**src/rtl/bottling_input_frontend.sv**
```systemverilog
// Panel input conditioning for the bottling core: synchronizes and debounces the
// keys and pill sensor, keeps the BCD bottle/pill settings and drives the display flicker.
module bottling_input_frontend #(
  parameter int DEBOUNCE_CYCLES      = 20000,
  parameter int PILL_DEBOUNCE_CYCLES = 200,
  parameter int REPEAT_DELAY         = 10000000,
  parameter int REPEAT_PERIOD        = 2500000,
  parameter int FLICKER_HALF         = 5000000,
  parameter int DEFAULT_BOTTLE       = 10,
  parameter int DEFAULT_PILL         = 5
) (
  input  logic       clk,
  input  logic       reset,
  input  logic       key_start_raw,
  input  logic       key_select_raw,
  input  logic       key_up_raw,
  input  logic       pill_sensor_raw,
  input  logic       working,
  input  logic [4:0] selection,
  output logic       flip_working,
  output logic       shift_selection,
  output logic       pill_pulse,
  output logic       display_flicker,
  output logic [7:0] bottle_setting,
  output logic [7:0] pill_setting
);

  localparam int DEB_MAX = (DEBOUNCE_CYCLES > PILL_DEBOUNCE_CYCLES) ?
                           DEBOUNCE_CYCLES : PILL_DEBOUNCE_CYCLES;
  localparam int CW      = $clog2(DEB_MAX + 1);
  localparam int REP_MAX = (REPEAT_DELAY > REPEAT_PERIOD) ? REPEAT_DELAY : REPEAT_PERIOD;
  localparam int RW      = $clog2(REP_MAX + 1);
  localparam int FW      = $clog2(FLICKER_HALF + 1);

  localparam logic [3:0] B_TENS_RST = 4'(DEFAULT_BOTTLE / 10);
  localparam logic [3:0] B_ONES_RST = 4'(DEFAULT_BOTTLE % 10);
  localparam logic [3:0] P_TENS_RST = 4'(DEFAULT_PILL / 10);
  localparam logic [3:0] P_ONES_RST = 4'(DEFAULT_PILL % 10);
  localparam logic [7:0] BOTTLE_RST = 8'(DEFAULT_BOTTLE);
  localparam logic [7:0] PILL_RST   = 8'(DEFAULT_PILL);

  // Input index: 0 start, 1 select, 2 up, 3 pill sensor.
  localparam int unsigned IDX_UP   = 2;
  localparam int unsigned IDX_PILL = 3;

  logic [3:0]         raw;
  logic [3:0]         sync1_q, sync1_d;
  logic [3:0]         sync2_q, sync2_d;
  logic [3:0]         stable_q, stable_d;
  logic [3:0]         stable_dly_q, stable_dly_d;
  logic [3:0]         pulse_q, pulse_d;
  logic [3:0][CW-1:0] db_cnt_q, db_cnt_d;
  logic [CW-1:0]      thr;

  logic [RW-1:0]      rep_cnt_q, rep_cnt_d;
  logic               rep_phase_q, rep_phase_d;
  logic               rep_tick;
  logic               inc_evt;

  logic [3:0]         b_tens_q, b_tens_d, b_ones_q, b_ones_d;
  logic [3:0]         p_tens_q, p_tens_d, p_ones_q, p_ones_d;
  logic [7:0]         bottle_q, bottle_d, pill_q, pill_d;

  logic [FW-1:0]      fl_cnt_q, fl_cnt_d;
  logic               flicker_q, flicker_d;
  logic               sel_unused;

  assign raw        = {pill_sensor_raw, key_up_raw, key_select_raw, key_start_raw};
  assign sel_unused = selection[0];

  function automatic logic [3:0] bcd_inc(input logic [3:0] d);
    return (d >= 4'd9) ? 4'd0 : d + 4'd1;
  endfunction

  always_comb begin
    sync1_d      = raw;
    sync2_d      = sync1_q;
    stable_d     = stable_q;
    stable_dly_d = stable_q;
    pulse_d      = stable_q & ~stable_dly_q;
    db_cnt_d     = '0;
    thr          = '0;
    for (int unsigned i = 0; i < 4; i++) begin
      thr = (i == IDX_PILL) ? CW'(PILL_DEBOUNCE_CYCLES - 1) : CW'(DEBOUNCE_CYCLES - 1);
      if (sync2_q[i] != stable_q[i]) begin
        if (db_cnt_q[i] == thr) begin
          stable_d[i] = sync2_q[i];
        end else begin
          db_cnt_d[i] = db_cnt_q[i] + 1'b1;
        end
      end
    end
  end

  // The counter holds 0 until the cycle the up strobe is visible, so its value equals
  // the cycle offset from the press event; phase 0 waits REPEAT_DELAY, phase 1 REPEAT_PERIOD.
  always_comb begin
    rep_cnt_d   = rep_cnt_q;
    rep_phase_d = rep_phase_q;
    rep_tick    = 1'b0;
    if (!stable_q[IDX_UP]) begin
      rep_cnt_d   = '0;
      rep_phase_d = 1'b0;
    end else if (stable_dly_q[IDX_UP]) begin
      if ((!rep_phase_q && rep_cnt_q == RW'(REPEAT_DELAY)) ||
          ( rep_phase_q && rep_cnt_q == RW'(REPEAT_PERIOD))) begin
        rep_tick    = 1'b1;
        rep_cnt_d   = RW'(1);
        rep_phase_d = 1'b1;
      end else begin
        rep_cnt_d = rep_cnt_q + 1'b1;
      end
    end
  end

  assign inc_evt = (pulse_q[IDX_UP] | rep_tick) & ~working & (|selection[4:1]);

  always_comb begin
    b_tens_d = b_tens_q;
    b_ones_d = b_ones_q;
    p_tens_d = p_tens_q;
    p_ones_d = p_ones_q;
    if (inc_evt) begin
      if (selection[1])      b_ones_d = bcd_inc(b_ones_q);
      else if (selection[2]) b_tens_d = bcd_inc(b_tens_q);
      else if (selection[3]) p_ones_d = bcd_inc(p_ones_q);
      else                   p_tens_d = bcd_inc(p_tens_q);
      if (b_tens_d == 4'd0 && b_ones_d == 4'd0) b_ones_d = 4'd1;
      if (p_tens_d == 4'd0 && p_ones_d == 4'd0) p_ones_d = 4'd1;
    end
    bottle_d = 8'(b_tens_q) * 8'd10 + 8'(b_ones_q);
    pill_d   = 8'(p_tens_q) * 8'd10 + 8'(p_ones_q);
  end

  always_comb begin
    fl_cnt_d  = fl_cnt_q + 1'b1;
    flicker_d = flicker_q;
    if (fl_cnt_q == FW'(FLICKER_HALF - 1)) begin
      fl_cnt_d  = '0;
      flicker_d = ~flicker_q;
    end
  end

  always_ff @(posedge clk) begin
    if (reset) begin
      sync1_q      <= '0;
      sync2_q      <= '0;
      stable_q     <= '0;
      stable_dly_q <= '0;
      pulse_q      <= '0;
      db_cnt_q     <= '0;
      rep_cnt_q    <= '0;
      rep_phase_q  <= 1'b0;
      b_tens_q     <= B_TENS_RST;
      b_ones_q     <= B_ONES_RST;
      p_tens_q     <= P_TENS_RST;
      p_ones_q     <= P_ONES_RST;
      bottle_q     <= BOTTLE_RST;
      pill_q       <= PILL_RST;
      fl_cnt_q     <= '0;
      flicker_q    <= 1'b0;
    end else begin
      sync1_q      <= sync1_d;
      sync2_q      <= sync2_d;
      stable_q     <= stable_d;
      stable_dly_q <= stable_dly_d;
      pulse_q      <= pulse_d;
      db_cnt_q     <= db_cnt_d;
      rep_cnt_q    <= rep_cnt_d;
      rep_phase_q  <= rep_phase_d;
      b_tens_q     <= b_tens_d;
      b_ones_q     <= b_ones_d;
      p_tens_q     <= p_tens_d;
      p_ones_q     <= p_ones_d;
      bottle_q     <= bottle_d;
      pill_q       <= pill_d;
      fl_cnt_q     <= fl_cnt_d;
      flicker_q    <= flicker_d;
    end
  end

  assign flip_working    = pulse_q[0];
  assign shift_selection = pulse_q[1];
  assign pill_pulse      = pulse_q[IDX_PILL];
  assign display_flicker = flicker_q;
  assign bottle_setting  = bottle_q;
  assign pill_setting    = pill_q;

endmodule

```
**config.mk**
```make
export PLATFORM = sky130hd
export DESIGN_NAME = bottling_input_frontend
export DESIGN_NICKNAME = d
export VERILOG_FILES = /design/src/rtl/bottling_input_frontend.sv
export SDC_FILE = /design/constraint.sdc
export NUM_CORES = 1
export LEC_CHECK = 0
export CORE_MARGIN = 2
export CORE_UTILIZATION = 40
export CTS_CLUSTER_DIAMETER = 100
export CTS_CLUSTER_SIZE = 16
export DETAILED_ROUTE_END_ITERATION = 16
export PLACE_DENSITY_LB_ADDON = 0.12
export SLEW_MARGIN = 20
export SYNTH_ARGS = -nofsm -noshare
export SYNTH_HDL_FRONTEND = slang
export SYNTH_SLANG_ARGS = --single-unit
```
**constraint.sdc**
```tcl
create_clock -name clk -period 3.9 [get_ports clk]
set_input_delay 0.585 -clock clk [delete_from_list [all_inputs] [get_ports clk]]
set_output_delay 0.585 -clock clk [all_outputs]
set_load 0.005 [all_outputs]
```
==> run_results.csv <==
group,metric,value,unit
yosys,synth_cells,836,
timing,drv_slew,0,
yosys,yosys.area.top_type,"dfxtp_1",
setup_path,crit_chain,"clkdlybuf4s50_1 > or3_1 > or3b_2 > o311ai_0 > nand2_1 > o31a_1 > o211ai_1",
setup_path,arrival,2890,ps
yosys,async_flop_share,0,
global_route,antenna_found_initial,0,
clocking,htree_num_levels,4,
setup_path,r2r-start,"rep_cnt_q[0]",
detailed_routing,first_iter_violations,240,
clocking,clkTransAtPathRegs,60,ps
power_and_ir_drop,vdd_ir_drop_max,312,uV
setup_path,timing.rr.end,"p_tens_q[1]",
yosys,synth_edf_count,0,
setup_path,crit_path_top_delay_cell,"clkdlybuf4s50_1",
clocking,clockBufferDepth,2,
timing,fin_skew,8.37,ps
place,gp_congestion,0.754,
layout,final_nets,915,
floorplan,core_area,0.0181,mm2
yosys,mappedNetlistArea,0.00747,mm2
hold_path,min_path_cells,1,
clocking,holdBufCountCts,0,
floorplan,io_pins,32,
timing,fin_crit,2550,ps
clocking,clock_latency,420,ps
timing,setup_slack,1350,ps
setup_path,cpPeakStageDelay,680,ps
layout,antenna_cells,0,
floorplan,die_w,141,um
yosys,synth_nets,885,
layout,design_area,0.00859,mm2
yosys,syn_area_per_cell,8.93,um2
detailed_routing,vias_per_cell,5.04,
clocking,clock-sinks,161,
clocking,cts_resized,0,
detailed_routing,drc,0,
detailed_routing,vias,5586,
place,hpwl,10100,um
setup_path,criticalPathCategory,"input pin to flop",
setup_path,crit_family,"simple AND/OR/NAND/NOR gates",
clocking,cts_inserted_buffers,17,
setup_path,critPathLaunchType,"input pin",
timing,tns,0,ps
setup_path,worst-path-buf-inv,1,
place,pre_cts_ws,978,ps
global_route,grt_pass1_wl,24900,um
yosys,ys_ff_latch,161,
timing,setup_viol,0,
clocking,postCtsSetupBuffers,0,
timing,rsz0062_at_grt,"false",
place,place_area,0.00796,mm2
job,cap_violations,0,
layout,regArea,0.00322,mm2
global_route,grt_max_degree,55,
floorplan,die_height,141,um
yosys,ys.flop_type,"dfxtp_1",
timing,hold_violations,0,
clocking,cts_tree,"built",
timing,period_share,0.655,
layout,fillCellCount,1702,
setup_path,required,4240,ps
clocking,cts.root.buffer_cell,"clkbuf_16",
timing,relSlewSlack,0.483,
detailed_routing,routed_wl,14400,um
floorplan,placementRows,49,
detailed_routing,detail-route-antenna-nets,0,
setup_path,worstSetupEndpointType,"flop",
floorplan,die-area,0.0198,mm2
setup_path,r2r_slack,1350,ps
yosys,synth_warnings,0,
global_route,grt_pass1_vias,5378,
setup_path,startpoint,"selection[1]",
setup_path,path_max_fanout,13,
yosys,ys_top_cells_by_area,"dfxtp_1 (43%), nor2_1 (7.9%), xor2_1 (7.9%)",
power_and_ir_drop,power_density,404,mW/mm2
global_route,grt_util_all_layers,0.152,
yosys,seq_area_frac_synth,0.432,
detailed_routing,dr.pass1.iters,4,
floorplan,start_util,0.411,
hold_path,hold_class,"flop to flop",
power_and_ir_drop,power_leakage,0.00310,uW
status,outcome,"completed",
hold_path,min_from,"stable_dly_q[0]",
layout,multi_input_area,0.00404,mm2
global_route,overflow,0,
yosys,synth.distinct_cells,63,
hold_path,hold-path-endpoint,"pulse_q[0]",
layout,area_growth,15.0,%
yosys,netlist.area_leader.share,0.432,
timing,tightest_slew,774,ps
setup_path,r2r.worst_path.cells,8,
place,numPortBuffers,30,
detailed_routing,avgRoutedWirePerCell,13.0,um
timing,fmax,392,MHz
layout,final_layout_size_suffix_gt1_frac,0.0569,
-- sequential cells by signal, indices dropped and copies added (netlist names), 4 cells and up --
register,flops
b_ones_q,4
stable_dly_d,4
rep_cnt_q,24
bottle_setting,8
sync2_q,4
stable_dly_q,4
db_cnt_q,60
pulse_q,4
fl_cnt_q,23
sync1_q,4
b_tens_q,4
p_tens_q,4
p_ones_q,4
pill_setting,8
-- cell type report --
class / count / area share
Clock buffer: 21 / 0.0559
Clock inverter: 11 / 0.0176
Inverter: 28 / 0.0122
Multi-Input combinational cell: 627 / 0.470
Sequential cell: 161 / 0.375
Tap cell: 229 / 0.0334
Timing Repair Buffer: 31 / 0.0353
-- Yosys cell counts (all sizes together) (5+ instances only) --
library cell and instances:
a21oi 18, nand2 52, or3 6, inv 28
xor2 67, ha 33, dfxtp 161, mux2i 10
and3 16, nor3 22, o211ai 5, nor2 158
nor2b 23, or2 6, nand3 40, clkbuf 12
nand2b 11, nand4 30, buf 8, xnor2 38
nor3b 5, nor4 6, o21ai 15, nor4b 11
-- power by group --
part,switching [uW],leakage [uW],internal (uW)
registers,4.84,0.00130,1650
clock network,677,0.000298,1080
logic,34.6,0.00150,20.7
-- worst reg2reg max path, stage by stage, from the launching register on --
cell and delay [ps]:
dfxtp_1 370, inv_1 100, ha_1 150, nor4b_1 360, nand4_1 250, a2111oi_4 520, o211ai_4 170, or3b_1 410
a21oi_1 150
-- stage by stage --
| step | hold WS (ps) | total power [uW] | instances | utilization |
|---|---|---|---|---|
| after floorplan | 367 | 1730 | 836 | - |
| after global placement | 373 | 1750 | 1076 | 0.438 |
| after detailed placement | 378 | 1750 | 1076 | 0.438 |
| after CTS | 387 | 3520 | 1108 | 0.473 |
| after global routing | 394 | 3600 | 1108 | 0.473 |
| final | 384 | 3470 | 1108 | 0.473 |
-- layer usage --
metal,vias to the layer above,wire length (um),GRT usage
met5,-,0,0
met4,0,115,0.0532
met3,7,454,0.0394
met2,62,6500,0.234
met1,2600,7370,0.207
li1,2917,-,-
-- worst max path at each step --
| stage | end | slack [ps] | cells past startpoint |
|---|---|---|---|
| global route | p_tens_q[1] | 1120 | 8 |
| floorplan | bottle_setting[7] | 1860 | 8 |
| global placement | p_ones_q[0] | 1030 | 7 |
| finish | p_ones_q[0] | 1350 | 7 |
| CTS | p_tens_q[1] | 1330 | 8 |
| detailed placement | p_ones_q[0] | 980 | 7 |
-- cells in the final DEF (no fill, tap or decap), types with 3 or more instances in the layout --
cell type / n
dfxtp_1: 161
nor2_1: 158
xor2_1: 67
nand2_1: 52
nand3_1: 40
xnor2_1: 38
ha_1: 33
nand4_1: 29
clkdlybuf4s50_1: 29
inv_1: 28
nor2b_1: 23
nor3_1: 22
a21oi_1: 18
clkbuf_16: 17
and3_1: 16
o21ai_0: 14
nand2b_1: 11
nor4b_1: 10
mux2i_1: 10
or3_1: 6
nor4_1: 6
or2_2: 5
nor3b_1: 4
o211ai_1: 4
a31oi_1: 4
fa_1: 4
clkinvlp_4: 4
clkbuf_8: 4
or4_1: 3
a21o_1: 3
o311ai_0: 3
o21bai_1: 3
bufinv_16: 3
-- cells by family (layout without fill, tap and decap cells) --
| family | Yosys count | count (layout) | share of synthesized area |
|---|---|---|---|
| xor+xnor | 105 | 105 | 0.123 |
| simple gates | 406 | 406 | 0.274 |
| compound gates | 68 | 68 | 0.0627 |
| buf+inv | 48 | 91 | 0.0273 |
| mux | 11 | 11 | 0.0149 |
| flops | 161 | 161 | 0.432 |
| fa+ha+maj | 37 | 37 | 0.0660 |
Note: power is estimated with default switching activity, not from simulation.
